$ cat src/rtl/calc_sequencer.sv
// calc_sequencer: top-level operation controller of the calculator.
// It steers operand entry, launches the ALU with a start/done handshake, and
// range-checks the returned result. It also selects the display source and
// holds the error state.
// Optional feature: define CALC_SEQ_TIMEOUT_EN to enable the ALU watchdog.
// The watchdog forces ERROR (err 11) after TIMEOUT_CYCLES cycles in WAIT.
// ALU handshake:
//   - alu_start is high for exactly one cycle, in START.
//   - alu_op is valid from that cycle on.
//   - The ALU answers with a one-cycle alu_done pulse.
//   - alu_error and alu_result are only meaningful while alu_done is high.
//   - alu_done is honoured only in WAIT; anywhere else it is dropped.
// state_dbg exposes the FSM encoding: 0 ENTER_A, 1 ENTER_B, 2 START, 3 WAIT,
// 4 RESULT, 5 ERROR.
module calc_sequencer #(
  parameter int WIDTH          = 14,
  parameter int MAX_VALUE      = 9999,
  parameter int RES_WIDTH      = 28,
  parameter int TIMEOUT_CYCLES = 1024
) (
  input  logic                 clk,
  input  logic                 rst_ext,
  input  logic                 btn_next,
  input  logic                 btn_equals,
  input  logic                 btn_clear,
  input  logic [1:0]           op_sel,
  input  logic                 alu_done,
  input  logic                 alu_error,
  input  logic [RES_WIDTH-1:0] alu_result,
  output logic                 write_number_select,
  output logic                 slider_enable,
  output logic                 clear_numbers,
  output logic                 alu_start,
  output logic [1:0]           alu_op,
  output logic [WIDTH-1:0]     result,
  output logic                 result_neg,
  output logic [1:0]           display_select,
  output logic [1:0]           err_code,
  output logic                 busy,
  output logic [2:0]           state_dbg
);

  typedef enum logic [2:0] {
    S_ENTER_A = 3'd0,
    S_ENTER_B = 3'd1,
    S_START   = 3'd2,
    S_WAIT    = 3'd3,
    S_RESULT  = 3'd4,
    S_ERROR   = 3'd5
  } state_t;

  state_t               state;
  state_t               next_state;
  logic                 prev_next;
  logic                 prev_equals;
  logic                 prev_clear;
  logic                 next_edge;
  logic                 equals_edge;
  logic                 clear_edge;
  logic                 res_negative;
  logic [RES_WIDTH-1:0] magnitude;
  logic                 out_of_range;
  logic                 timed_out;
  logic                 latch_result;
  logic [1:0]           next_err;
  logic [1:0]           next_display;

  assign state_dbg = state;

  // Rising-edge detect on the synchronized button levels.
  always_comb begin
    next_edge   = btn_next & ~prev_next;
    equals_edge = btn_equals & ~prev_equals;
    clear_edge  = btn_clear & ~prev_clear;
  end

  // Magnitude and range check of the ALU result at full width.
  // The most negative value negates to itself and lands out of range.
  always_comb begin
    res_negative = alu_result[RES_WIDTH-1];
    magnitude    = res_negative ? (~alu_result + RES_WIDTH'(1)) : alu_result;
    out_of_range = magnitude > RES_WIDTH'(MAX_VALUE);
  end

`ifdef CALC_SEQ_TIMEOUT_EN
  localparam int CNT_W = $clog2(TIMEOUT_CYCLES + 1);
  logic [CNT_W-1:0] wd_cnt;

  // Watchdog: held at zero outside WAIT, counts WAIT cycles.
  always_ff @(posedge clk or negedge rst_ext) begin
    if (!rst_ext) begin
      wd_cnt <= '0;
    end else if (state != S_WAIT) begin
      wd_cnt <= '0;
    end else if (wd_cnt != CNT_W'(TIMEOUT_CYCLES)) begin
      wd_cnt <= wd_cnt + CNT_W'(1);
    end
  end

  assign timed_out = (state == S_WAIT) && (wd_cnt == CNT_W'(TIMEOUT_CYCLES - 1));
`else
  assign timed_out = 1'b0;
`endif

  // Next-state and error decode.
  // Priority is clear > equals > next; alu_done beats a same-cycle timeout.
  always_comb begin
    next_state   = state;
    next_err     = err_code;
    latch_result = 1'b0;
    if (clear_edge) begin
      next_state = S_ENTER_A;
      next_err   = 2'b00;
    end else begin
      case (state)
        S_ENTER_A: if (next_edge) next_state = S_ENTER_B;
        S_ENTER_B: begin
          if (equals_edge)    next_state = S_START;
          else if (next_edge) next_state = S_ENTER_A;
        end
        S_START:   next_state = S_WAIT;
        S_WAIT: begin
          if (alu_done) begin
            if (alu_error) begin
              next_state = S_ERROR;
              next_err   = 2'b01;
            end else if (out_of_range) begin
              next_state = S_ERROR;
              next_err   = 2'b10;
            end else begin
              next_state   = S_RESULT;
              latch_result = 1'b1;
            end
          end else if (timed_out) begin
            next_state = S_ERROR;
            next_err   = 2'b11;
          end
        end
        S_RESULT: begin
          if (equals_edge)    next_state = S_START;
          else if (next_edge) next_state = S_ENTER_A;
        end
        S_ERROR:   next_state = S_ERROR;
        default:   next_state = S_ENTER_A;
      endcase
    end
  end

  // Display source for the state being entered.
  always_comb begin
    case (next_state)
      S_ENTER_A: next_display = 2'b00;
      S_RESULT:  next_display = 2'b10;
      S_ERROR:   next_display = 2'b11;
      default:   next_display = 2'b01;
    endcase
  end

  // FSM state, edge history and registered outputs.
  // Outputs are registered to match the state being entered.
  always_ff @(posedge clk or negedge rst_ext) begin
    if (!rst_ext) begin
      state               <= S_ENTER_A;
      prev_next           <= 1'b1;
      prev_equals         <= 1'b1;
      prev_clear          <= 1'b1;
      write_number_select <= 1'b0;
      slider_enable       <= 1'b0;
      clear_numbers       <= 1'b0;
      alu_start           <= 1'b0;
      alu_op              <= 2'b00;
      result              <= '0;
      result_neg          <= 1'b0;
      display_select      <= 2'b00;
      err_code            <= 2'b00;
      busy                <= 1'b0;
    end else begin
      state               <= next_state;
      prev_next           <= btn_next;
      prev_equals         <= btn_equals;
      prev_clear          <= btn_clear;
      err_code            <= next_err;
      clear_numbers       <= clear_edge;
      alu_start           <= (next_state == S_START);
      slider_enable       <= (next_state == S_ENTER_A) || (next_state == S_ENTER_B);
      write_number_select <= (next_state == S_ENTER_B);
      busy                <= (next_state == S_START) || (next_state == S_WAIT);
      display_select      <= next_display;
      if (next_state == S_START) alu_op <= op_sel;
      if (clear_edge) begin
        result     <= '0;
        result_neg <= 1'b0;
      end else if (latch_result) begin
        result     <= magnitude[WIDTH-1:0];
        result_neg <= res_negative;
      end
    end
  end

endmodule

$ cat config.mk
export PLATFORM = sky130hd
export DESIGN_NAME = calc_sequencer
export DESIGN_NICKNAME = d
export VERILOG_FILES = /design/src/rtl/calc_sequencer.sv
export SDC_FILE = /design/constraint.sdc
export NUM_CORES = 1
export LEC_CHECK = 0
export CAP_MARGIN = 5
export CELL_PAD_IN_SITES_DETAIL_PLACEMENT = 1
export CELL_PAD_IN_SITES_GLOBAL_PLACEMENT = 2
export CORE_ASPECT_RATIO = 1.2
export CORE_MARGIN = 5
export CORE_UTILIZATION = 29
export CTS_CLUSTER_DIAMETER = 100
export CTS_CLUSTER_SIZE = 30
export DETAILED_ROUTE_END_ITERATION = 8
export HOLD_SLACK_MARGIN = 0.05
export PLACE_DENSITY = 0.77
export SLEW_MARGIN = 5
export SYNTH_ARGS = -nofsm -noshare
export SYNTH_HDL_FRONTEND = slang
export SYNTH_SLANG_ARGS = --single-unit
export TNS_END_PERCENT = 10
$ cat constraint.sdc
create_clock -name clk -period 1.6 [get_ports clk]
set_input_delay 0.32 -clock clk [delete_from_list [all_inputs] [get_ports clk]]
set_output_delay 0.32 -clock clk [all_outputs]
set_load 0.02 [all_outputs]
* Yosys cells after proc, flatten, opt, wreduce, memory -nomap -nowiden
Cells that the tools add are included.
W data, S select, Z words.
** Cells by class
- Multiply operators :: 0
- Order comparisons :: 1
- Divide/modulo/power cells :: 0
- Reduce and logical (&&, ||, !) cells :: 10
- Shifts and indexed selects :: 0
- Add/subtract/negate cells :: 1
- Bitwise operators :: 7
- Equality and inequality tests :: 10
- Multiplexer cells :: 24
** Operators with widths (number)
- $add A28 B1 Y28 const B :: 1
- $gt A28 B14 Y1 const B :: 1
- $mux W14 :: 2
- $mux W28 :: 1
- $not A28 Y28 :: 1
- $mux W3 :: 5
- $pmux W3 S5 :: 1
- $eq A3 B2 Y1 const B :: 4
- $eq A3 B3 Y1 const B :: 4
- $mux W2 :: 5
- $mux W1 :: 9
- $eq A3 B1 Y1 const B :: 2
- $logic_not A3 Y1 :: 2
- $pmux W2 S3 :: 1
- $reduce_bool A2 Y1 :: 3
- $and A1 B1 Y1 :: 3
- $not A1 Y1 :: 3
- $reduce_and A3 Y1 :: 1
- $reduce_bool A3 Y1 :: 1
- $logic_or A1 B1 Y1 :: 2
- $reduce_or A2 Y1 :: 1
** Storage, ports and cells
- Bits of input ports :: 37
- Register bits after elaboration :: 32
- Output and inout port bits :: 29
- Word-level logic and storage cells :: 67
- Bits in latches :: 0
- Bits in writable memories :: 0
- Memory bits (read-only) :: 0
- Memories :: 0

* Depth between registers and ports, before layout
Gate-level depths: netlist (run 1).
- Word-level depth :: 11
- Mapped depth :: 11
- Mapped depth without buffers :: 9

* Least setup slack after synthesis (run 1)
OpenSTA, ideal clock, no wires.
- Kind :: input -> register
- From :: input alu_result[0]
- To :: register result[10]
- Setup slack :: -1029 ps
- Buffers on the path :: 1
- Stages on the path :: 10
- Arrival :: 2484 ps
- Setup time :: 145 ps
- Data required time :: 1455 ps
- Path through :: inv_1 > ha_1 > nor3b_2 > nand4_1 > a311o_1 > a2111oi_4 > o211ai_2 > nor3_4 > buf_6 > a211oi_2
** On the way
- Longest elaborated chain between the ends :: 10
- Elaborated cells on any way between the ends :: 12
- Classes of those cells :: 1 x add/sub; 1 x order compare; 8 x mux; 1 x bitwise; 1 x reduce/logical
** RTL lines
- from (decl) :: line 29 : input logic [RES_WIDTH-1:0] alu_result,
- $not A28 Y28 :: line 81 : magnitude = res_negative ? (~alu_result + RES_WIDTH'(1)) : alu_result;
- $add A28 B1 Y28 :: line 81
- $mux W28 (*) :: line 81
- $gt A28 B14 Y1 :: line 82 : out_of_range = magnitude > RES_WIDTH'(MAX_VALUE);
- $mux W1 :: line 127 : end else if (out_of_range) begin
- $mux W1 :: line 124 : if (alu_error) begin
- $mux W1 :: line 123 : if (alu_done) begin
- $mux W1 :: line 115 : case (state)
- $mux W1 :: line 111 : if (clear_edge) begin
- $reduce_bool A2 Y1 (no line)
- to (signal assigned) :: line 194 : result <= magnitude[WIDTH-1:0];
- to (decl) :: line 35 : output logic [WIDTH-1:0] result,
Every way passes the cells marked *; elsewhere a longest branch is shown, timed or not. The select of a mux whose other input is x is not followed.
A chain may end at the register's enable or synchronous reset.

* Worst setup path in the final report (run 1)
- From :: input alu_result[12]
- To :: register result[2]
** On the way
- Longest elaborated chain between the ends :: 10
** RTL lines (line)
- $not A28 Y28 :: 81
- $add A28 B1 Y28 :: 81
- $mux W28 (*) :: 81
- $gt A28 B14 Y1 (*) :: 82
- $mux W1 (*) :: 127
- $mux W1 (*) :: 124
- $mux W1 (*) :: 123
- $mux W1 (*) :: 115
- $mux W1 (*) :: 111
- $reduce_bool A2 Y1 (no line) (*)
Every way passes the cells marked *; elsewhere a longest branch is shown, timed or not.

==> summary.md, run 1 <==
| Metric | Value |
|---|---|
| Hold-fix buffers, CTS | 0 |
| Core area | 8150 sq um |
| Endpoint class of the critical path | flop |
| Final hold viol count | 0 |
| Final WL | slightly above 9000 um |
| Power consumption | about 3.0 mW |
| Largest net degree at the start of global routing | 33 |
| Die Height | around 110 um |
| WS Path Type | input pin to flop |
| Post-synth cell types | between 60 and 70 |
| Detailed-route DRC error count | 0 |
| Crit-path max FO | 7 |
| Area contributors post-synth | dfrtp_1, a211oi_2, a31oi_1 |
| Post-synth top flop | dfrtp_1 |
| Synth Cell Area | between 2000 and 2500 sq um |
| Vias | ~2800 |
| Mean post-synth cell area | roughly 9.2 sq um |
| Die Wd | 93.7 um |
| Io pins | between 60 and 70 |
| Worst VDD drop | 0.303 mV |
| Final estimated routing congestion in global placement | about 0.84 |
| Worst Path Arrival | ~2600 ps |
| Worst rel slew slack | 0.746 |
| FF+latch count, synth | 32 |
| Power Dens Cells | ~700 nW/um^2 |
| Final period util | 1.50 |
| Most common cell after layout, fill and taps aside | buf_4 |
| Worst hold slack | around 400 ps |
| P&R area growth vs syn | 79.7% |
| Port Buf Inserts | 65 |
| Post-synth top area cell | dfrtp_1 |
| Maximum clock path buffer count | 2 |
| Final Cell Area | between 4000 and 5000 sq um |
| Seq/Total Area, Yosys | 0.330 |
| TritonCTS Buffers | 5 |
| Ys async rst share | 1.00 |
| Placed Area | 3910 sq um |
| Final core occ | 0.538 |
| GRT overflow | 0 |
| P_leak | 2.03 nW |
| First-pass GRT wire length | approximately 15000 um |
| TritonCTS Sinks | 32 |
| GRT Util Overall | 0.180 |
| DPL Wire Length | between 7000 and 8000 um |
| Initial antenna violation count | 0 |
| Clk slew on worst S/H paths | around 60 ps |
| Share of cells above drive strength 1 | 0.456 |
| Setup violations, final | 22 |
| H-tree levels | 2 |
| EDFF count, synth | 0 |
| Skew final | between 4 and 5 ps |
| MaxCap Viol Count | 0 |
| Worst-Skew Late Latency | approximately 280 ps |
| Drt initial violations | 54 |
| Failing checks | setup timing |
| Post-synthesis net count | about 300 |
| Nets | between 400 and 500 |
| Vias in the first global route | roughly 3100 |
| HP Class | input pin to async pin |
| Initial Utilization | 0.299 |
| Post-DRT Antenna Nets | 0 |
| Post-route setup slack | -807 ps |
| Fill cell count | 941 |
| Die area | roughly 10000 sq um |
| Synth top area share | 0.298 |
| Cell Rows | 36 |
| Worst-Margin Slew | 376 ps |
| RSZ-0062 raised after global routing | true |
| Root buf cell | clkbuf_8 |
| Worst Path Required | about 1800 ps |
| CP startpoint kind | input pin |
| Final Critical Period | ~2400 ps |
| Vias per inst | 5.13 |
| Fmax | around 420 MHz |
| Pre-Repair DR Iteration Count | 4 |
| Synth warn | 0 |
| Commonest cells after routing, fill and taps aside | buf_4, dfrtp_1, clkdlybuf4s50_1 |
| Avg WL per Cell | ~17 um |
| Status | complete, but fails checks |
| Mapped Cells | 264 |
| Diode count | 0 |
| Max-slew violation count | 0 |
| CTS tree | built |
[worst paths after layout]
check                               start             endpoint  slack (ps)  cells after the start
max                        alu_result[12]            result[2]        -810                     12
min                               rst_ext            result[4]         400                      2
max reg2reg                   prev_equals  write_number_select         -50                      8
min reg2reg                     alu_op[1]            alu_op[1]         510                      1
max in group asynchronous         rst_ext            prev_next         950                      2
min in group clk                 btn_next            prev_next         480                      1
[cells by family after synthesis]
family          Yosys count  synth area share
fa+ha+maj                 1           0.00513
xor+xnor                 12            0.0431
simple gates            104             0.267
compound gates           81             0.266
buf+inv                  26            0.0544
mux                       8            0.0344
flops                    32             0.330
[Yosys cell counts, drive strengths merged (2+ instances only)]
cell type,instances
buf,8
nor3b,2
and2,3
o211ai,5
o31ai,6
nand3,6
nor2,19
a21oi,10
clkbuf,8
o21ai,7
mux2i,5
xor2,7
a211oi,15
inv,9
nor4,11
a31oi,16
nand2,23
a31o,2
o2111ai,3
nand4,9
nand2b,3
o2bb2ai,3
or4,2
dfrtp,29
xnor2,5
dfstp,3
and4,3
nor2b,9
mux2,3
nor3,8
[cell type report]
| type | instances | area, sq um | share of cell area |
|---|---|---|---|
| Clock buffer | 8 | 90.1 | 0.0206 |
| Multi-Input combinational cell | 206 | 1730 | 0.395 |
| Tap cell | 114 | 143 | 0.0325 |
| Timing Repair Buffer | 178 | 1580 | 0.360 |
| Inverter | 10 | 37.5 | 0.00856 |
| Sequential cell | 32 | 806 | 0.184 |
[per-layer routing]
metal  track usage  part of all wire
met1         0.214              0.41
met2         0.333              0.55
met3        0.0163             0.035
met4        0.0559             0.012
met5             0                 0
[worst max-delay path: stages]
cell and delay, ps:
buf_6 90, buf_6 110, nor4_4 250, buf_4 160
nand4_4 170, or3_4 380, a32oi_2 240, buf_4 150
and4_4 270, buf_12 130, a31oi_1 90, a211oi_2 230
[what timing repair did]
action                                  in CTS  in global routing
cloned                                       2                  0
pin swaps                                   30                  7
endpoints found under the setup margin      28                 35
buffers inserted                            18                  4
gates resized for setup                    121                 19
[registers in the layout, summed over array words and instances (netlist names)]
register,cells
clear_numbers,1
prev_next,1
state_dbg,3
err_code,2
result,14
display_select,2
slider_enable,1
write_number_select,1
prev_clear,1
alu_op,2
prev_equals,1
result_neg,1
busy,1
alu_start,1
[power by group]
group          internal (mW)  switching, mW
clock                  0.350          0.281
sequential             0.939         0.0876
combinational          0.670          0.682
[stage by stage]
stage / worst slack, ps / cells / setup TNS [ps]
6_report: -807 / 548 / -15010
5_1_grt: -958 / 548 / -17850
4_1_cts: -747 / 544 / -14600
3_5_place_dp: -1550 / 516 / -32000
3_3_place_gp: -1500 / 516 / -30860
2_1_floorplan: -837 / 264 / -15320
No activity file was read; power rests on OpenSTA's default activity.
==> run 2, diff against run 1 <==
MAX_ROUTING_LAYER = met4   (was default)
==> run 2 against run 1 <==
Highest routed layer unchanged. Sequential power about the same. Critical path depth unchanged. Cell count unchanged. The flow still finishes with violations (setup timing). Register-to-register slack about the same. Via count up 0.11%. Count of clock-buffer cells in the layout unchanged. Worst setup slack better by 2.6 ps. Critical path type unchanged. Sequential cell count unchanged. Clock power up 0.8%. Combinational power about the same. Routed wire length about the same. Largest power group unchanged.
==> summary.md, run 2 (synthesis gave the netlist of run 1 again) <==
| Metric | Value |
|---|---|
| P&R area growth vs syn | 79.5% (was 79.7%) |
| Diode count | 0 (unchanged) |
| Endpoint class of the critical path | flop (unchanged) |
| Met3 Resource Use GR | 0.0163 (unchanged) |
| Hold-fix buffers, CTS | 0 (unchanged) |
| Vias | 2815 (was 2812) |
| Worst-Margin Slew | 376 ps (about the same) |
| Met1 Use GR | 0.212 (was 0.214) |
| Final period util | 1.50 (about the same) |
| Clk slew on worst S/H paths | 70 ps (was 60 ps) |
| GRT Util Overall | 0.184 (was 0.180) |
| Final WL | 9300 um (about the same) |
| WS Path Type | input pin to flop (unchanged) |
| DPL Wire Length | 7070 um (unchanged) |
| Power Dens Cells | 687 nW/um^2 (about the same) |
| Maximum clock path buffer count | 2 (unchanged) |
| Worst-Skew Late Latency | 280 ps (about the same) |
| Detailed-route DRC error count | 0 (unchanged) |
| Setup violations, final | 22 (unchanged) |
| MaxCap Viol Count | 0 (unchanged) |
| Die Height | 110 um (unchanged) |
| Share of cells above drive strength 1 | 0.452 (was 0.456) |
| Max-slew violation count | 0 (unchanged) |
| TritonCTS Buffers | 5 (unchanged) |
| Worst VDD drop | 0.302 mV (was 0.303 mV) |
| Worst Path Arrival | 2590 ps (about the same) |
| RSZ-0062 raised after global routing | true (unchanged) |
| Skew final | 6.68 ps (was 4.80 ps) |
| Worst Path Required | 1790 ps (about the same) |
| Crit-path max FO | 7 (unchanged) |
| Die Wd | 93.7 um (unchanged) |
| Largest net degree at the start of global routing | 33 (unchanged) |
| HP Class | input pin to async pin (unchanged) |
| Core area | 8150 sq um (unchanged) |
| Post-DRT Antenna Nets | 0 (unchanged) |
| H-tree levels | 2 (unchanged) |
| Most common cell after layout, fill and taps aside | buf_4 (unchanged) |
| Nets | 471 (unchanged) |
| Drt initial violations | 78 (was 54) |
| CTS tree | built (unchanged) |
| Crit path from | alu_result[12] (unchanged) |
| Top reg by flops | result (unchanged) |
| Worst rel slew slack | 0.746 (about the same) |
| Commonest cells after routing, fill and taps aside | buf_4, dfrtp_1, clkdlybuf4s50_1 (unchanged) |
| GRT overflow | 0 (unchanged) |
| Placed Area | 3910 sq um (unchanged) |
| Initial antenna violation count | 0 (unchanged) |
| CP startpoint kind | input pin (unchanged) |
| Failing checks | setup timing (unchanged) |
| Final Cell Area | 4380 sq um (about the same) |
| Fmax | 416 MHz (about the same) |
| TritonCTS Sinks | 32 (unchanged) |
| Final Critical Period | 2400 ps (was 2410 ps) |
| Worst R2R Path Depth | 8 (unchanged) |
| Power consumption | 3.01 mW (about the same) |
| Avg WL per Cell | 17.0 um (about the same) |
| Final hold viol count | 0 (unchanged) |
| Root buf cell | clkbuf_8 (unchanged) |
| Post-route setup slack | -804 ps (was -807 ps) |
| Max reg flops | 14 (unchanged) |
| Initial Utilization | 0.299 (unchanged) |
| Vias per inst | 5.14 (was 5.13) |
| Met2 Track Usage GR | 0.333 (about the same) |
| Final estimated routing congestion in global placement | 0.849 (was 0.836) |
| RR Startpoint | prev_equals (unchanged) |
| Pre-Repair DR Iteration Count | 4 (unchanged) |
| First-pass GRT wire length | 15300 um (was 15400 um) |
| Io pins | 66 (unchanged) |
| Cell Rows | 36 (unchanged) |
| Vias in the first global route | 3123 (was 3122) |
| Die area | 10400 sq um (unchanged) |
| Status | complete, but fails checks (unchanged) |
| P_leak | 2.03 nW (about the same) |
| Worst hold slack | 391 ps (was 396 ps) |
| Global routing's busiest layer | met2 (unchanged) |
| Port Buf Inserts | 65 (unchanged) |
-- run 2: layout make-up --
cell class	instances	area, sq um
multi-input cells	206	1730
clock buffers	8	90.1
well taps	114	143
fillers	938	3770
repair buffers	178	1580
inverters	10	37.5
flip-flops and latches	32	806
-- run 2: worst max-delay path, stage by stage --
cell	delay [ps]
buf_6	90
buf_6	110
nor4_4	250
buf_4	160
nand4_4	170
or3_4	380
a32oi_2	240
buf_4	150
and4_4	270
buf_12	130
a31oi_1	90
a211oi_2	230
-- run 2: path summary, 6_finish.rpt --
check | slack (ps) | to
setup / recovery | -800 | result[2]
hold / removal | 390 | result[4]
setup reg to reg | -50 | write_number_select
hold reg to reg | 510 | alu_op[1]
max in group asynchronous | 950 | prev_next
min in group clk | 470 | prev_next
-- run 2: stage by stage --
stage                     std cells  setup WS [ps]  utilization  setup TNS (ps)
after global routing            548           -958        0.537          -17880
after global placement          516          -1500        0.479          -30860
after floorplan                 264           -837            -          -15320
after CTS                       544           -747        0.528          -14600
final                           548           -804        0.537          -15090
after detailed placement        516          -1550        0.479          -32000
-- run 2: repair_timing --
action,CTS,global route
gates resized for setup,121,17
endpoints found under the setup margin,28,34
cloned,2,0
setup buffers,18,4
pin swaps,30,7
-- run 2: metal layers --
layer | wire length, um | up-vias
met2 | 5070 | 61
met1 | 3790 | 1396
met5 | 0 | -
met4 | 117 | 0
met3 | 321 | 9
li1 | - | 1349
-- run 2: report_power, final --
part / total [mW] / switching (mW) / leakage, nW / internal [mW]
clock network: 0.636 / 0.286 / 0.0455 / 0.350
logic: 1.35 / 0.680 / 1.57 / 0.665
registers: 1.03 / 0.0872 / 0.419 / 0.939
total: 3.01 / 1.05 / 2.03 / 1.95
==> run 3, diff against run 2 <==
CTS_CLUSTER_SIZE = default   (was 30)
==> results of run 3 <==
The final DEF is identical to that of run 2; final timing and power are the same.
